<file path="config.mk">
export PLATFORM = sky130hd
export DESIGN_NAME = ones_word_gen
export DESIGN_NICKNAME = d
export VERILOG_FILES = /design/src/rtl/ones_word_gen.sv
export SDC_FILE = /design/constraint.sdc
export NUM_CORES = 1
export LEC_CHECK = 0
export BUFFER_PORTS_ARGS = -buffer_cell sky130_fd_sc_hd__buf_2
export CORE_MARGIN = 2
export CORE_UTILIZATION = 59
export CTS_BUF_LIST = sky130_fd_sc_hd__clkbuf_4
export DETAILED_ROUTE_END_ITERATION = 16
export PLACE_DENSITY = 0.9
export SLEW_MARGIN = 20
export SYNTH_ARGS = -nofsm -noshare
export SYNTH_HDL_FRONTEND = slang
export SYNTH_SLANG_ARGS = --single-unit
</file>
<file path="constraint.sdc">
create_clock -name clk -period 5.2 [get_ports clk]
set_clock_uncertainty 0.05 [all_clocks]
set_input_delay 0.78 -clock clk [delete_from_list [all_inputs] [get_ports clk]]
set_output_delay 0.78 -clock clk [all_outputs]
set_load 0.02 [all_outputs]
</file>
<file path="src/rtl/ones_word_gen.sv">
// rtl/ones_word_gen.sv - emits every contiguous-ones word for a requested ones-count
//
// Purpose: given a ones-count, streams the thermometer code of that count and
// each of its left rotations over a valid/ready handshake. Intended to drive a
// popcount unit in closed loop: popcount(a_out) equals the loaded count.
//
// Ports:
//   clk     system clock, all state changes on posedge
//   rst_n   asynchronous active-low reset
//   load    start request, sampled only while idle
//   cnt_in  requested ones-count (saturated to WIDTH)
//   ready   downstream accepts a_out this cycle
//   valid   a_out holds a word
//   a_out   generated word
//   busy    high while a sequence is being emitted
//   done    one-cycle pulse after the last word transfers
//   err     last accepted load requested more than WIDTH ones
module ones_word_gen #(
  parameter int WIDTH = 8,
  parameter int CW    = 4
) (
  input  logic             clk,
  input  logic             rst_n,
  input  logic             load,
  input  logic [CW-1:0]    cnt_in,
  input  logic             ready,
  output logic             valid,
  output logic [WIDTH-1:0] a_out,
  output logic             busy,
  output logic             done,
  output logic             err
);

  localparam int RW = (WIDTH > 1) ? $clog2(WIDTH) : 1;

  typedef enum logic {IDLE, EMIT} state_t;

  state_t           state_q;
  logic [RW-1:0]    rot_q;
  logic [CW-1:0]    n_q;
  logic             valid_q;
  logic [WIDTH-1:0] a_out_q;
  logic             busy_q;
  logic             done_q;
  logic             err_q;

  // Built one bit wider so that n == WIDTH yields all ones.
  function automatic logic [WIDTH-1:0] therm(input logic [CW-1:0] n);
    logic [WIDTH:0] t;
    t = (WIDTH+1)'(1) << n;
    t = t - (WIDTH+1)'(1);
    return t[WIDTH-1:0];
  endfunction

  // Rotate left: shifting a doubled copy moves the MSBs around into the LSBs.
  function automatic logic [WIDTH-1:0] rotl(input logic [WIDTH-1:0] x,
                                            input logic [RW-1:0]    r);
    logic [2*WIDTH-1:0] d;
    d = {x, x} << r;
    return d[2*WIDTH-1:WIDTH];
  endfunction

  logic [CW-1:0] n_load_d;
  logic          err_load_d;
  logic [RW-1:0] rot_d;
  logic          last_word;
  logic          xfer;

  assign err_load_d = (cnt_in > CW'(WIDTH));
  assign n_load_d   = err_load_d ? CW'(WIDTH) : cnt_in;
  assign rot_d      = rot_q + RW'(1);
  // All rotations of 0x00 / all-ones are identical, so those emit one word.
  assign last_word  = (n_q == '0) || (n_q == CW'(WIDTH)) || (rot_q == RW'(WIDTH-1));
  assign xfer       = valid_q & ready;

  always_ff @(posedge clk or negedge rst_n) begin
    if (!rst_n) begin
      state_q <= IDLE;
      rot_q   <= '0;
      n_q     <= '0;
      valid_q <= 1'b0;
      a_out_q <= '0;
      busy_q  <= 1'b0;
      done_q  <= 1'b0;
      err_q   <= 1'b0;
    end else begin
      done_q <= 1'b0;
      case (state_q)
        IDLE: begin
          if (load) begin
            n_q     <= n_load_d;
            err_q   <= err_load_d;
            rot_q   <= '0;
            state_q <= EMIT;
            valid_q <= 1'b1;
            busy_q  <= 1'b1;
            a_out_q <= therm(n_load_d);
          end
        end
        EMIT: begin
          if (xfer) begin
            if (last_word) begin
              state_q <= IDLE;
              valid_q <= 1'b0;
              busy_q  <= 1'b0;
              a_out_q <= '0;
              done_q  <= 1'b1;
            end else begin
              rot_q   <= rot_d;
              a_out_q <= rotl(therm(n_q), rot_d);
            end
          end
        end
        default: state_q <= IDLE;
      endcase
    end
  end

  assign valid = valid_q;
  assign a_out = a_out_q;
  assign busy  = busy_q;
  assign done  = done_q;
  assign err   = err_q;

endmodule

</file>
-- Yosys cells after proc, flatten, opt, wreduce, memory -nomap -nowiden
Index checks and enable logic that the tools add are counted.
- add/sub/neg operators: 3
- order comparisons: 1
- equal/unequal tests: 6
- shifts and indexed selects: 3
- multiplexer cells: 20
- bitwise logic cells: 2
- reductions and logical operators: 7
- operators by type and width (cell ; number):
    8-bit two-way mux ; 3
    8-bit case mux with 2 select lines ; 1
    1-bit by 4-bit << shifter with 8-bit output (first input constant) ; 2
    16-bit by 3-bit << shifter with 16-bit output ; 1
    8-bit by 1-bit subtractor with 8-bit output (second input constant) ; 2
    1-bit two-way mux ; 9
    3-bit two-way mux ; 3
    3-bit case mux with 2 select lines ; 1
    3-bit AND reduction ; 2
    4-bit == test (second input constant) ; 1
    4-bit greater-than comparator (second input constant) ; 1
    4-bit logical NOT ; 1
    4-bit two-way mux ; 1
    2-bit by 1-bit inequality test with 1-bit output (second input constant) ; 2
    2-bit inequality test (second input constant) ; 2
    1-bit case mux with 2 select lines ; 2
    2-bit AND reduction ; 2
    3-bit by 1-bit adder with 3-bit output (second input constant) ; 1
    3-bit == test (second input constant) ; 1
    1-bit logical OR ; 2
    1-bit bitwise AND ; 1
    1-bit inverter ; 1
- flip-flop bits (word level): 19
- input port bits: 8

-- Longest topological paths before layout
Gate-level depths: netlist of the first run.
- word-level depth: 6
- gate-level depth with buffers: 10
- depth with buffers taken out: 8

-- Least setup slack after synthesis of the first run
No wires, ideal clock.
- path kind: register to register
- start: reg n_q[2]
- end: reg a_out_q[0] (netlist: a_out[0])
- arrival time: 2324 ps
- required time: 5068 ps
- path slack: 2744 ps
- cell stages (with the launch flop): 10
- buffers on the path: 2
- clock period less this slack: 2456 ps
- path through: dfrtp_1 -> or4_1 -> clkbuf_1 -> ha_1 -> clkbuf_1 -> nor4b_1 -> o21ai_1 -> a311oi_1 -> o21ai_1 -> a31oi_1
- longest elaborated chain between the ends: 6
- elaborated cells on any way between the ends: 10
- classes of those cells: add/sub: 1; eq/ne: 1; shift: 2; mux: 3; reduce/logical: 3
- ends and longest elaborated chain (what ; RTL line ; RTL):
    from (decl) ; 40 ; logic [CW-1:0] n_q;
    from (signal assigned) ; 91 ; n_q <= n_load_d;
    1-bit by 4-bit << shifter with 8-bit output, or another cell as far along ; 50 ; t = (WIDTH+1)'(1) << n;
    8-bit by 1-bit subtractor with 8-bit output or 1-bit logical OR (tied branches) ; 51, 73 ;
    16-bit by 3-bit << shifter with 16-bit output or 1-bit logical OR (tied branches) ; 59, 73 ;
    8-bit two-way mux * ; 102 ; if (last_word) begin
    8-bit two-way mux * ; 101 ; if (xfer) begin
    8-bit case mux with 2 select lines * ; 88 ; case (state_q)
    to (signal assigned) ; 97 ; a_out_q <= therm(n_load_d);
    to (signal assigned) ; 110 ; a_out_q <= rotl(therm(n_q), rot_d);
    to (decl) ; 42 ; logic [WIDTH-1:0] a_out_q;
Mark *: on every way between the ends. The rest lies on a longest branch, timed or not. The select of a mux whose other input is x is not followed.
A chain may end at the register's enable or synchronous reset.

-- Final worst setup path of the first run
Ends and elaborated chain as after synthesis.

==> results of run 1 <==
cell families after synthesis:
logic type               Yosys count  share of synthesized area [%]
AO/OA/AOI/OAI                     63                          27.73
adder cells (fa/ha/maj)            4                          3.263
AND/OR/NAND/NOR                   85                          29.04
multiplexers                       1                         0.6526
buffers and inverters             24                          7.178
XOR/XNOR                           2                          1.142
flip-flops                        19                          31.00
cells in the final DEF, fill, tap and decap left out, types with 2 or more instances in the layout:
master    netlist  routed
inv_1           7       7
nand3_1         4       4
or4_1           2       2
nand2b_1        6       6
dfrtp_1        19      19
nand3b_1        3       3
a22oi_1         3       3
nor2_1         17      17
nor3_1          5       5
o21ai_0        19      19
ha_1            4       4
clkbuf_4        0       4
o21ai_1         2       2
or2_2           2       2
nor4b_1         3       3
a211oi_1        2       2
a21oi_1         8       8
and2_1          5       5
nand2_1        27      27
o211ai_1        4       4
and3_1          2       2
nand4_1         2       2
a211o_1         2       2
o21bai_1        2       2
buf_2           4      19
o221ai_1        4       4
a31oi_1         4       4
power by group through the flow:
| stage | Combinational [W] | Sequential, W | Clock (W) |
|---|---|---|---|
| 2_1_floorplan | 0.000559 | 0.000297 | 0 |
| 3_3_place_gp | 0.000714 | 0.000289 | 0 |
| 3_5_place_dp | 0.000732 | 0.000293 | 0 |
| 4_1_cts | 0.000737 | 0.000290 | 0.0000833 |
| 5_1_grt | 0.000821 | 0.000304 | 0.0000899 |
| 6_report | 0.000758 | 0.000295 | 0.0000842 |
per-layer routing:
layer / wire length, um / GRT usage [%]
met4: 51 / 10.57
met1: 1773 / 42.03
met3: 324 / 4.032
met5: 0 / 0
met2: 1999 / 48.61
how the worst max path moves through the flow:
| stage | endpoint | slack (ps) | cells past startpoint |
|---|---|---|---|
| 5_1_grt | a_out[0]$_DFFE_PN0P_ | 2070 | 7 |
| 4_1_cts | a_out[0]$_DFFE_PN0P_ | 2370 | 7 |
| 3_3_place_gp | a_out[0]$_DFFE_PN0P_ | 2510 | 7 |
| 6_report | a_out[0]$_DFFE_PN0P_ | 2290 | 7 |
| 3_5_place_dp | a_out[0]$_DFFE_PN0P_ | 2400 | 7 |
| 2_1_floorplan | a_out[0]$_DFFE_PN0P_ | 2740 | 9 |
final cells by class:
class	count	share of cell area (%)
clock buffers	4	1.862
flip-flops and latches	19	29.48
multi-input cells	155	58.81
repair buffers	19	5.896
inverters	7	1.629
well taps	30	2.327
sequential cells by signal, indices dropped and copies added, names as in the netlist:
signal	flops
a_out	8
n_q	4
done	1
busy	1
state_q	1
rot_q	3
err	1
stage by stage:
stage | utilization [%] | hold WS, ps
after floorplan | - | 434.4
after global placement | 63.89 | 398.7
after detailed placement | 63.89 | 403.0
after CTS | 65.10 | 355.4
after global routing | 65.10 | 377.8
final | 65.10 | 340.9
==> results.py, run 1 <==
metrics = {
    "status": {
        "status": "finished, final reports clean",
    },
    "logic_synthesis": {
        "ys_top_cells_by_area": "dfrtp_1 31%, nand2_1 6.6%, o21ai_0 6.2%, nor2_1 4.2%, ha_1 3.3%",
        "yosysSeqAreaShare_pct": 31.00,
        "postSynthCellCount": 198,
        "synth_edf_count": 0,
        "synth_top_cell_area_share_pct": 31.00,
        "synth_seq_cells": 19,
        "ys_types": 52,
        "syn_nets": 210,
        "synth.most_common_cell": "nand2_1",
        "ys_top_cells_by_count": "27 x nand2_1, 19 x dfrtp_1, 19 x o21ai_0, 17 x nor2_1, 10 x clkbuf_1",
        "synth-main-ff-cell": "dfrtp_1",
        "syn_area_sq_mm": 0.001534,
        "yosysTopAreaCell": "dfrtp_1",
        "yosysWarnings": 0,
        "syn_avg_cell_area_sq_um": 7.747,
        "async_reset_ff_share_pct": 100.0,
    },
    "placed_design": {
        "pre_cts_ws_ps": 2398,
        "dp.cells": 230,
        "postPlaceCellArea_sq_mm": 0.001583,
        "dpl.hpwl_mm": 3.007,
        "io_buffer_count": 19,
        "gp_congestion": 0.8936,
    },
    "clock_tree": {
        "tritoncts": "done",
        "htree_levels": 1,
        "postCtsSetupRepairBufs": 0,
        "cts_buffer_depth": 2,
        "cts_sinks": 19,
        "hold_buffers": 0,
        "numCtsBuffers": 3,
        "cts_root_buf": "clkbuf_4",
        "cts_resized": 0,
        "clk_latency_ps": 310,
        "clk_pin_slew_ps": 110,
    },
    "power": {
        "powerDensity_mw_per_mm2": 704.7,
        "power.total_w": 0.001137,
        "p_int_w": 0.0005185,
        "p_seq_share_pct": 25.9,
        "peakVddDrop_mv": 0.5049,
        "switching_share_pct": 54.38,
        "power.share.combinational_pct": 66.6,
        "pwr-share-clk_pct": 7.4,
        "leakage_nw": 0.6921,
        "switching_power_w": 0.0006181,
    },
    "critical_path": {
        "cp_top_family": "simple AND/OR/NAND/NOR gates",
        "critical_path_buf_inv_count": 0,
        "crit_chain": "or4_1 > ha_1 > nor4b_1 > o21ai_1 > a311oi_1 > o21ai_1 > a31oi_1",
        "crit_top_cell": "o21ai_1",
        "end_kind": "flip-flop",
        "arrival_ps": 3100,
        "reg2reg_depth": 7,
        "rrSetupSlack_ps": 2290,
        "critPathLaunchType": "flip-flop",
        "worstPathMaxFanout": 16,
        "critPathRequiredTime_ps": 5390,
        "cp-startpoint": "n_q[2]$_DFFE_PN0P_",
        "worst-setup-path-type": "flip-flop to flip-flop",
        "crit_slowest_cell": "or4_1",
        "r2r-start": "n_q[2]$_DFFE_PN0P_",
        "r2r_end": "a_out[0]$_DFFE_PN0P_",
        "cpPeakStageDelay_ps": 690,
    },
    "global_route": {
        "grt_pass1_vias": 1388,
        "grt_pass1_wl_mm": 6.603,
        "grt_overflow_total": 0,
        "grt_max_degree": 20,
        "grt_use_total_pct": 30.34,
        "antenna_found_initial": 0,
    },
    "final_layout": {
        "nFillCells": 215,
        "nets": 217,
        "syn2layout_area_growth_pct": 5.139,
        "drive_above_1_share_pct": 14.22,
        "final_area_sq_mm": 0.001613,
        "seq_area_sq_um": 475.5,
        "n_antenna_cell": 0,
        "multi_input_area_sq_um": 948.4,
        "finalNonFillerCells": 234,
    },
    "timing": {
        "rsz0062_at_grt": "no",
        "tightest_slew_ps": 541.7,
        "tns_ps": 0,
        "relSlewSlack_pct": 63.88,
        "clock.fmax_mhz": 343.9,
        "drv_slew": 0,
        "setup_viol": 0,
        "hold_viol_final": 0,
        "fin_crit_sh_pct": 55.92,
        "period_needed_ps": 2908,
        "setup_ws_ps": 2292,
    },
    "min_path": {
        "worstHoldPathType": "primary input to async pin",
    },
    "route": {
        "wl_per_cell_um": 17.72,
        "ant_nets": 0,
        "drc": 0,
        "vias": 1602,
        "initialDrtViolationCount": 132,
        "wl_mm": 4.147,
        "dr.pass1.iters": 7,
        "vias_per_cell": 6.846,
    },
    "die": {
        "ios": 20,
        "start_util_pct": 61.92,
        "rows": 18,
        "dieHeight_um": 54.99,
        "fp.dieArea_sq_mm": 0.003024,
        "core_sq_mm": 0.002477,
        "fp.dieW_um": 54.99,
    },
    "flow_run": {
        "drv_cap": 0,
    },
}
(Power assumes the default switching activity.)
==> inputs of run 2 (changes only) <==
Settings changed: CORE_UTILIZATION 59 to 54, PLACE_DENSITY 0.9 to 0.87.
Clock period 5.2 ns to 2.52 ns, I/O delays scaled along.
==> run 2 against run 1 <==
Net effect:
- worst hold slack got worse by 78 ps
- clock power increased by 98%
- routed wire length decreased by 7.2%
- register-to-register slack got worse by 2100 ps
- non-clock buffer count increased by 15
- first-iteration DRC count decreased by 23%
- sequential share of layout area decreased by 2.3 points
- largest cell class unchanged
==> results.py, run 2 (synthesized netlist as in run 1, its figures left out) <==
metrics = {
    "die": {
        "dieHeight_um": 57.30,
        "rows": 19,
        "fp.dieW_um": 57.30,
        "start_util_pct": 56.11,
        "core_sq_mm": 0.002734,
        "ios": 20,
        "fp.dieArea_sq_mm": 0.003283,
    },
    "critical_path": {
        "worstPathMaxFanout": 10,
        "arrival_ps": 2550,
        "critPathRequiredTime_ps": 2700,
        "critPathLaunchType": "flip-flop",
        "worst-setup-path-type": "flip-flop to flip-flop",
        "r2r-start": "n_q[1]$_DFFE_PN0P_",
        "rrSetupSlack_ps": 150,
        "r2r_end": "a_out[0]$_DFFE_PN0P_",
        "end_kind": "flip-flop",
        "reg2reg_depth": 7,
    },
    "final_layout": {
        "n_antenna_cell": 0,
        "nets": 232,
        "drive_above_1_share_pct": 21.00,
        "finalNonFillerCells": 250,
        "nFillCells": 231,
        "largest_reg_flops": 8,
        "utilization_pct": 63.98,
        "layout_commonest_cell": "nand2_1",
        "final_cell_mix": "27 x nand2_1, 19 x dfrtp_1, 19 x buf_2, 18 x o21ai_0, 17 x nor2_1",
        "syn2layout_area_growth_pct": 14.03,
    },
    "clock_tree": {
        "numCtsBuffers": 3,
        "clk_latency_ps": 300,
        "cts_root_buf": "clkbuf_4",
        "cts_buffer_depth": 2,
        "cts_sinks": 19,
        "clk_pin_slew_ps": 110,
        "htree_levels": 1,
        "postCtsSetupRepairBufs": 0,
        "tritoncts": "done",
    },
    "global_route": {
        "antenna_found_initial": 0,
        "grt_overflow_total": 0,
        "grt_pass1_wl_mm": 6.589,
        "grt_max_degree": 20,
        "grt_use_total_pct": 25.23,
        "grt_pass1_vias": 1443,
    },
    "min_path": {
        "whs_endpoint": "state_q$_DFF_PN0_",
        "worstHoldPathType": "primary input to flip-flop",
        "min_from": "load",
        "hold_depth": 3,
    },
    "timing": {
        "setup_viol": 0,
        "rsz0062_at_grt": "no",
        "drv_slew": 0,
        "fin_crit_sh_pct": 94.06,
        "period_needed_ps": 2370,
        "relSlewSlack_pct": 68.48,
        "tightest_slew_ps": 471.6,
        "hold_viol_final": 0,
        "tns_ps": 0,
        "clock.fmax_mhz": 421.9,
    },
    "route": {
        "wl_mm": 3.847,
        "drc": 0,
        "dr.pass1.iters": 4,
        "wl_per_cell_um": 15.39,
        "vias_per_cell": 6.352,
        "vias": 1588,
        "initialDrtViolationCount": 101,
        "ant_nets": 0,
    },
    "status": {
        "status": "finished, final reports clean",
    },
    "power": {
        "leakage_nw": 0.7681,
        "peakVddDrop_mv": 1.050,
        "powerDensity_mw_per_mm2": 1440,
    },
    "placed_design": {
        "gp_congestion": 0.9047,
        "io_buffer_count": 19,
        "dp.cells": 245,
        "dpl.hpwl_mm": 2.914,
    },
    "flow_run": {
        "drv_cap": 0,
    },
}
run 2: cell count changes in the layout (fill, tap and decap cells not counted), sizes merged:
cell / previous run / this run
buf: 19 / 33
dlygate4sd3: 0 / 1
run 2: where the power goes:
group | switching [W] | total [W] | internal (W)
clock network | 0.0000944 | 0.000167 | 0.0000725
logic | 0.00109 | 0.00182 | 0.000739
registers | 0.0000938 | 0.000527 | 0.000434
run 2: what timing repair did:
item	4_1_cts	5_1_grt
hold endpoints to repair	19	0
endpoints found under the setup margin	0	8
gates resized for setup	0	5
hold buffers	1	0
run 2: worst max-delay path by stage:
stage,from,end,slack [ps]
floorplan,n_q[2]$_DFFE_PN0P_,a_out[0]$_DFFE_PN0P_,60
global placement,n_q[2]$_DFFE_PN0P_,a_out[2]$_DFFE_PN0P_,120
detailed placement,n_q[1]$_DFFE_PN0P_,a_out[1]$_DFFE_PN0P_,30
CTS,n_q[1]$_DFFE_PN0P_,a_out[1]$_DFFE_PN0P_,40
global route,n_q[1]$_DFFE_PN0P_,a_out[1]$_DFFE_PN0P_,20
finish,n_q[1]$_DFFE_PN0P_,a_out[0]$_DFFE_PN0P_,150
run 2: worst max-delay path: stages (launching register included):
cell and delay, ps:
dfrtp_1 430, or4_4 550, ha_4 210, nor4b_1 260, o21ai_1 180, a311oi_1 350, o21ai_1 110, a31oi_1 160
run 2: cell type report:
type / instances / area [sq um] / share of cell area (%)
multi-input combinational: 155 / 968.4 / 55.36
sequential: 19 / 475.5 / 27.18
timing repair buffer: 34 / 210.2 / 12.02
tap: 31 / 38.79 / 2.217
clock buffer: 4 / 30.03 / 1.717
inverter: 7 / 26.28 / 1.502
run 2: layer usage:
layer / GRT usage (%) / vias to the layer above / wire, um
met5: 0 / - / 0
met4: 8.638 / 0 / 55
met3: 3.855 / 7 / 300
met2: 40.72 / 65 / 1837
met1: 34.73 / 749 / 1654
li1: - / 767 / -
run 2: metrics by stage:
| stage | hold slack [ps] | setup WS, ps | total power [W] | area (sq um) |
|---|---|---|---|---|
| 3_5_place_dp | 292.3 | 26.60 | 0.002247 | 1689 |
| 6_report | 263.0 | 149.8 | 0.002518 | 1749 |
| 5_1_grt | 311.0 | 23.65 | 0.002724 | 1749 |
| 2_1_floorplan | 32.41 | 64.09 | 0.001766 | 1534 |
| 4_1_cts | 266.7 | 43.32 | 0.002417 | 1729 |
| 3_3_place_gp | 288.8 | 117.6 | 0.002224 | 1689 |
